[src/rtl/nes_pad_reader.sv]
// Serial reader for the NES game pad: latches and clocks the pad, presents the
// button byte (1 = pressed) with a sticky change interrupt. Define DEBOUNCE_EN to
// require two identical consecutive polls before the byte updates.
//
// state    | meaning
// ---------+--------------------------------------------------
// IDLE     | counting idle cycles between polls while en==1
// LATCH    | pad_latch high for 2*CLK_DIV cycles
// SAMPLE   | capture one serial bit (inverted) into shift
// PULSE_HI | pad_pulse high for CLK_DIV cycles
// PULSE_LO | pad_pulse low for CLK_DIV cycles, advance bit
// DONE     | publish byte, pulse data_valid, update cnt_int
module nes_pad_reader #(
    parameter int CLK_DIV     = 4,
    parameter int POLL_PERIOD = 16
) (
    input  logic       clk,
    input  logic       reset,
    input  logic       en,
    input  logic       pad_data,
    input  logic       int_ack,
    output logic       pad_latch,
    output logic       pad_pulse,
    output logic [7:0] controller_data,
    output logic       data_valid,
    output logic       cnt_int
);

    localparam int TW = $clog2(2 * CLK_DIV + 1);
    localparam int CW = $clog2(POLL_PERIOD + 1);

    typedef enum logic [2:0] {
        IDLE,
        LATCH,
        SAMPLE,
        PULSE_HI,
        PULSE_LO,
        DONE
    } state_t;

    state_t       state, state_n;
    logic [CW-1:0] idle_cnt, idle_cnt_n;
    logic [TW-1:0] timer, timer_n;
    logic [2:0]   bit_idx, bit_idx_n;
    logic [7:0]   shift, shift_n;
    logic [7:0]   data_n;
    logic         valid_n;
    logic         int_n;
    logic         latch_n;
    logic         pulse_n;
`ifdef DEBOUNCE_EN
    logic [7:0]   prev_raw, prev_n;
`endif

    always_ff @(posedge clk) begin
        if (!reset) begin
            state           <= IDLE;
            idle_cnt        <= '0;
            timer           <= '0;
            bit_idx         <= '0;
            shift           <= '0;
            controller_data <= '0;
            data_valid      <= 1'b0;
            cnt_int         <= 1'b0;
            pad_latch       <= 1'b0;
            pad_pulse       <= 1'b0;
`ifdef DEBOUNCE_EN
            prev_raw        <= '0;
`endif
        end else begin
            state           <= state_n;
            idle_cnt        <= idle_cnt_n;
            timer           <= timer_n;
            bit_idx         <= bit_idx_n;
            shift           <= shift_n;
            controller_data <= data_n;
            data_valid      <= valid_n;
            cnt_int         <= int_n;
            pad_latch       <= latch_n;
            pad_pulse       <= pulse_n;
`ifdef DEBOUNCE_EN
            prev_raw        <= prev_n;
`endif
        end
    end

    always_comb begin
        state_n    = state;
        idle_cnt_n = idle_cnt;
        timer_n    = timer;
        bit_idx_n  = bit_idx;
        shift_n    = shift;
        data_n     = controller_data;
        valid_n    = 1'b0;
        int_n      = cnt_int & ~int_ack;
`ifdef DEBOUNCE_EN
        prev_n     = prev_raw;
`endif

        case (state)
            IDLE: begin
                if (!en) begin
                    idle_cnt_n = '0;
                end else if (idle_cnt == CW'(POLL_PERIOD - 1)) begin
                    state_n    = LATCH;
                    idle_cnt_n = '0;
                    timer_n    = TW'(2 * CLK_DIV - 1);
                end else begin
                    idle_cnt_n = idle_cnt + 1'b1;
                end
            end
            LATCH: begin
                if (timer == '0) begin
                    state_n   = SAMPLE;
                    bit_idx_n = '0;
                end else begin
                    timer_n = timer - 1'b1;
                end
            end
            SAMPLE: begin
                shift_n[bit_idx] = ~pad_data;
                if (bit_idx == 3'd7) begin
                    state_n = DONE;
                end else begin
                    state_n = PULSE_HI;
                    timer_n = TW'(CLK_DIV - 1);
                end
            end
            PULSE_HI: begin
                if (timer == '0) begin
                    state_n = PULSE_LO;
                    timer_n = TW'(CLK_DIV - 1);
                end else begin
                    timer_n = timer - 1'b1;
                end
            end
            PULSE_LO: begin
                if (timer == '0) begin
                    state_n   = SAMPLE;
                    bit_idx_n = bit_idx + 1'b1;
                end else begin
                    timer_n = timer - 1'b1;
                end
            end
            DONE: begin
`ifdef DEBOUNCE_EN
                prev_n = shift;
                if (shift == prev_raw) begin
                    data_n  = shift;
                    valid_n = 1'b1;
                    if (shift != controller_data) int_n = 1'b1;
                end
`else
                data_n  = shift;
                valid_n = 1'b1;
                if (shift != controller_data) int_n = 1'b1;
`endif
                state_n    = IDLE;
                idle_cnt_n = '0;
            end
            default: begin
                state_n = IDLE;
            end
        endcase

        // Pad strobes are registered copies of the upcoming state.
        latch_n = (state_n == LATCH);
        pulse_n = (state_n == PULSE_HI);
    end

endmodule
[config.mk]
export PLATFORM = sky130hd
export DESIGN_NAME = nes_pad_reader
export DESIGN_NICKNAME = d
export VERILOG_FILES = /design/src/rtl/nes_pad_reader.sv
export SDC_FILE = /design/constraint.sdc
export NUM_CORES = 1
export LEC_CHECK = 0
export BUFFER_PORTS_ARGS = -buffer_cell sky130_fd_sc_hd__buf_2
export CORE_MARGIN = 5
export CORE_UTILIZATION = 52
export DETAILED_ROUTE_END_ITERATION = 10
export MAX_ROUTING_LAYER = met4
export PLACE_DENSITY = 0.75
export SYNTH_ARGS = -nofsm -noshare
export SYNTH_HDL_FRONTEND = slang
export SYNTH_SLANG_ARGS = --single-unit
[constraint.sdc]
create_clock -name clk -period 1.5 [get_ports clk]
set_input_delay 0.075 -clock clk [delete_from_list [all_inputs] [get_ports clk]]
set_output_delay 0.075 -clock clk [all_outputs]
set_load 0.05 [all_outputs]
* After elaboration in Yosys (flattened, before gate mapping)
Index checks and enable logic that the tools add are counted.
Word-level totals: register bits after elaboration 35, logic and storage cells 67, input bits 5
Cells by class: equal/unequal tests 16, bitwise logic cells 3, $lt $le $gt $ge 2, add/subtract/negate cells 3, reductions and logical operators 9, mux-type cells 24
Operator list (number):
- $mux W3 | 7
- $mux W4 | 5
- $pmux W4 S4 | 1
- $ne A2 B2 Y1 const B | 6
- $pmux W3 S4 | 1
- $mux W5 | 2
- $pmux W5 S2 | 1
- $eq A3 B2 Y1 const B | 3
- $eq A3 B3 Y1 const B | 3
- $bwmux W8 | 1
- $ne A8 B8 Y1 | 1
- $eq A3 B1 Y1 const B | 2
- $pmux W3 S2 | 1
- $add A5 B1 Y5 const B | 1
- $eq A5 B4 Y1 const B | 1
- $reduce_and A5 Y1 | 1
- $logic_not A4 Y1 | 1
- $lt A3 B4 Y1 const B | 1
- $mux W1 | 4
- $reduce_bool A2 Y1 | 2
- $reduce_bool A4 Y1 | 1
- $sub A4 B1 Y4 const B | 1
- $add A3 B1 Y3 const B | 1
- $demux W1 S3 | 1
- 7 further kinds | 8

* Logic depth before layout (Yosys ltp)
depth after elaboration 5, depth in mapped cells 6

* Worst setup path after synthesis
Ideal clock, no wire load.
path type reg2reg, start reg timer[0], end reg pad_pulse, period minus slack after synthesis 1677 ps, buffers on the path 0, stages on the path, launching flop included 7, setup slack -177 ps, setup time 131 ps, data arrival time 1546 ps, cells stage by stage dfxtp_1 -> inv_1 -> ha_1 -> or3b_2 -> xnor2_1 -> a221oi_1 -> nor3_1
On the way: cells in the longest elaborated chain, start to end 4, elaborated cells on any way between the ends 5, those cells by class eq/ne: 1; mux: 3; reduce/logical: 1
Ends and longest elaborated chain:
- start, declared | line 43 | logic [TW-1:0] timer, timer_n;
- start signal, assigned | line 73 | timer <= timer_n;
- $logic_not A4 Y1 (*) | line 113, 130, 138
- $mux W3 (on tied branches) | line 113, 138, 130
- $pmux W3 S4 (*) | line 100 | case (state)
- $eq A3 B2 Y1 (*) | line 168 | pulse_n = (state_n == PULSE_HI);
- end signal, assigned | line 80 | pad_pulse <= pulse_n;
- end, declared | line 23 | output logic pad_pulse,
Every way passes the cells marked *; elsewhere a longest branch is shown, timed or not. A chain may end at the register's enable or synchronous reset.

* Final worst setup path
start reg timer[0], end reg state[1]
On the way: cells in the longest elaborated chain, start to end 3, elaborated cells on any way between the ends 4, those cells by class mux: 3; reduce/logical: 1
Ends and longest elaborated chain:
- $logic_not A4 Y1 (*) | line 113, 130, 138
- $mux W3 (on tied branches) | line 113, 138, 130
- $pmux W3 S4 (*) | line 100
- end signal, assigned | line 71 | state <= state_n;
- end, declared | line 41 | state_t state, state_n;
Marked as above.

==> impl_results.md <==
- Status: complete, but fails checks
- Failing checks: negative setup slack
- RSZ-0062 raised after global routing: yes
- Routed vias/inst: around 5.5
- Primary FF master, synth: dfxtp_1
- Drt drc: 0
- Post-route minimum period: 1580 ps
- Post-place setup slack: -83.5 ps
- Die height: just under 70 um
- Worst Tran Pin Value: ~400 ps
- Crit path DAT: around 1800 ps
- WHS Path Cells: 2
- Antenna fix cells: 0
- DR WL/cell: 15.5 um
- Pin count of the biggest net entering global routing: 22
- FF+latch area: roughly 710 um^2
- Tot Pwr: between 2 and 2.5 mW
- CTS tree: yes
- Final setup margin: -82.9 ps
- Fill cells: ~240
- Leak Pwr: about 1.1 nW
- Critical Path Slowest Stage Cell: or3b_4
- Nets: approximately 280
- Initial antenna violation count: 0
- Die Wd: just under 70 um
- Starting density of the core: 54.0%
- First-pass GRT wire length: between 7000 and 8000 um
- Full die area: ~0.0047 mm^2
- Crit-path max cell delay: 410 ps
- Clock transition at path regs: 120 ps
- Kind of critical path: reg -> reg
- DR iter-0 viols: around 170
- Final Hold Viols: 0
- FF-to-FF End: state[1]
- Worst Path Buf+Inv: 1
- Worst IR Drop VDD: 673 uV
- Crit-path leading delay family: simple AND/OR/NAND/NOR gates
- Max-cap violation count: 0
- Commonest non-fill, non-tap cells in the layout: buf_4 (43), dfxtp_1 (28), a21oi_1 (18), nor2_1 (17)
- TritonRoute pass-1 iters: 4
- Netlist Area Pre-Place: 0.00180 mm^2
- PortBufs: 16
- Post-route ant nets: 0
- CP endpoint kind: flop
- Total CTS buffers: 5
- Ys async rst share: 0%
- Final Core Density: approximately 76%
- Standard-cell rows: 21
- Drt total wl: approximately 4800 um
- Final Non-Filler Cells: ~310
- # setup viols final: 14
- Slew HR: between 70% and 80%
- Post-synth net total: 215
- Total GRT Usage: 21.7%
- Min Hold Slack: approximately 46 ps
- IO Count: 17
- Layout cells sized above 1: ~40%
- Period utilisation layout: 106%
- Final Skew: 12.5 ps
- Post-synthesis sequential area ratio: about two fifths
- CP required: 1740 ps
- DR vias: 1730
- H-tree depth: 2
- Dpl hpwl: between 3000 and 4000 um
- Cells after Synth: 205
- R2R cell count: 6
- Total grt overflow: 0
- FF+latch count, synth: 35
- Critical Path Fanout Max: 3
- Clock Latency Late Sink: 350 ps
- Commonest non-fill, non-tap cell in the layout: buf_4
- Vias in the first global route: about 1600
- Dpl cells: around 300
- Yosys Warn Count: 0
- Clock Path Buffers: 2
- Hold Crit Class: in -> reg
- Pwr dens: slightly above 900 mW/mm^2
- Min-Delay Endpoint: shift[3]
- Multi-input gate area: around 0.0012 mm^2
- Crit Reg-Reg Startpoint: timer[0]
- CORE AREA: around 0.0033 mm^2
- Crit path cell chain: inv_2 -> ha_4 -> or3b_4 -> xnor2_2 -> a221oi_2 -> nor2_1
- Post-synth EDFFs: 0
- Startpoint types: flop
- Sink Count: 35
- Final Slew Violations: 0
- Yosys cell types: 49
- Root buf cell: clkbuf_4
- Reg2Reg Setup Slack: -80 ps
- Syn_area_per_cell: roughly 8.8 um^2
- Highest Clock Rate: 632 MHz
- Area Growth Syn to Fin: 40.0%
- Gpl congestion: just over 0.8
- Hold Path Origin: pad_data
==> worst reg2reg max path, stage by stage (launching register included) <==
cell and delay [ps]:
dfxtp_2 340, inv_2 70, ha_4 130, or3b_4 410, xnor2_2 150, a221oi_2 260
nor2_1 120
==> cell type report <==
type                            count  area share (%)
Clock buffer                        6            1.64
Sequential cell                    35            28.3
Multi-Input combinational cell    154            46.2
Timing Repair Buffer               64            18.5
Inverter                            5           0.743
Tap cell                           46            2.28
Clock inverter                      2            2.38
==> kinds of logic (layout without fill, tap and decap cells) <==
group / Yosys count / count (layout) / synth area share [%]
AO/OA/AOI/OAI: 55 / 55 / 20.7
XOR/XNOR: 10 / 10 / 4.86
adder cells (fa/ha/maj): 5 / 5 / 3.47
buffers and inverters: 16 / 77 / 3.89
flip-flops: 35 / 35 / 38.9
multiplexers: 8 / 8 / 4.44
AND/OR/NAND/NOR: 76 / 76 / 23.8
==> cells in the mapped netlist, types with 4 or more instances <==
master    instances  share of area, %
dfxtp_1          35                39
a21oi_1          22               6.1
nor2_1           18               3.7
nand2_1          16               3.3
a311oi_1          8               3.9
mux2i_1           8               4.4
nor2b_1           8               2.8
buf_2             7               1.9
xor2_1            7               3.4
nand3_1           6               1.7
o21ai_0           6               1.7
ha_1              5               3.5
inv_1             4              0.83
nand2b_1          4               1.4
==> worst max path at each step <==
stage,start,endpoint,slack [ps],cells past startpoint
floorplan,timer[0],pad_pulse,-10,6
global route,timer[0],state[1],-160,6
CTS,timer[1],state[1],-80,6
global placement,timer[0],state[1],-30,6
finish,timer[0],state[1],-80,6
detailed placement,timer[0],state[1],-80,6
==> state kept, by name, indices dropped and copies added (netlist names) <==
| name | flops |
|---|---|
| bit_idx | 3 |
| cnt_int | 1 |
| controller_data | 8 |
| data_valid | 1 |
| idle_cnt | 5 |
| pad_latch | 1 |
| pad_pulse | 1 |
| shift | 8 |
| state | 3 |
| timer | 4 |
==> routing by layer <==
metal	share of wire (%)	track usage [%]	up-vias
li1	-	-	867
met1	43	25.0	821
met2	51	35.8	38
met3	5.1	6.00	4
met4	1.0	8.27	0
met5	0	-	-
==> stage by stage <==
stage	setup TNS, ps	area (um^2)
3_5_place_dp	-260	2220
3_3_place_gp	-78.8	2220
6_report	-526	2520
4_1_cts	-248	2420
2_1_floorplan	-20.0	1820
5_1_grt	-1540	2520
==> timing repair <==
item	4_1_cts	5_1_grt
setup buffers	4	3
gates resized for setup	17	19
hold endpoints to repair	1	0
hold buffers	1	0
endpoints found under the setup margin	8	19
pin swaps	11	7
==> report_power, final <==
group	leakage [nW]	internal, mW	switching [mW]
Combinational	0.794	0.241	0.224
Clock	0.0525	0.520	0.332
Sequential	0.286	0.950	0.0233
Note: power is estimated with default switching activity, not from simulation.
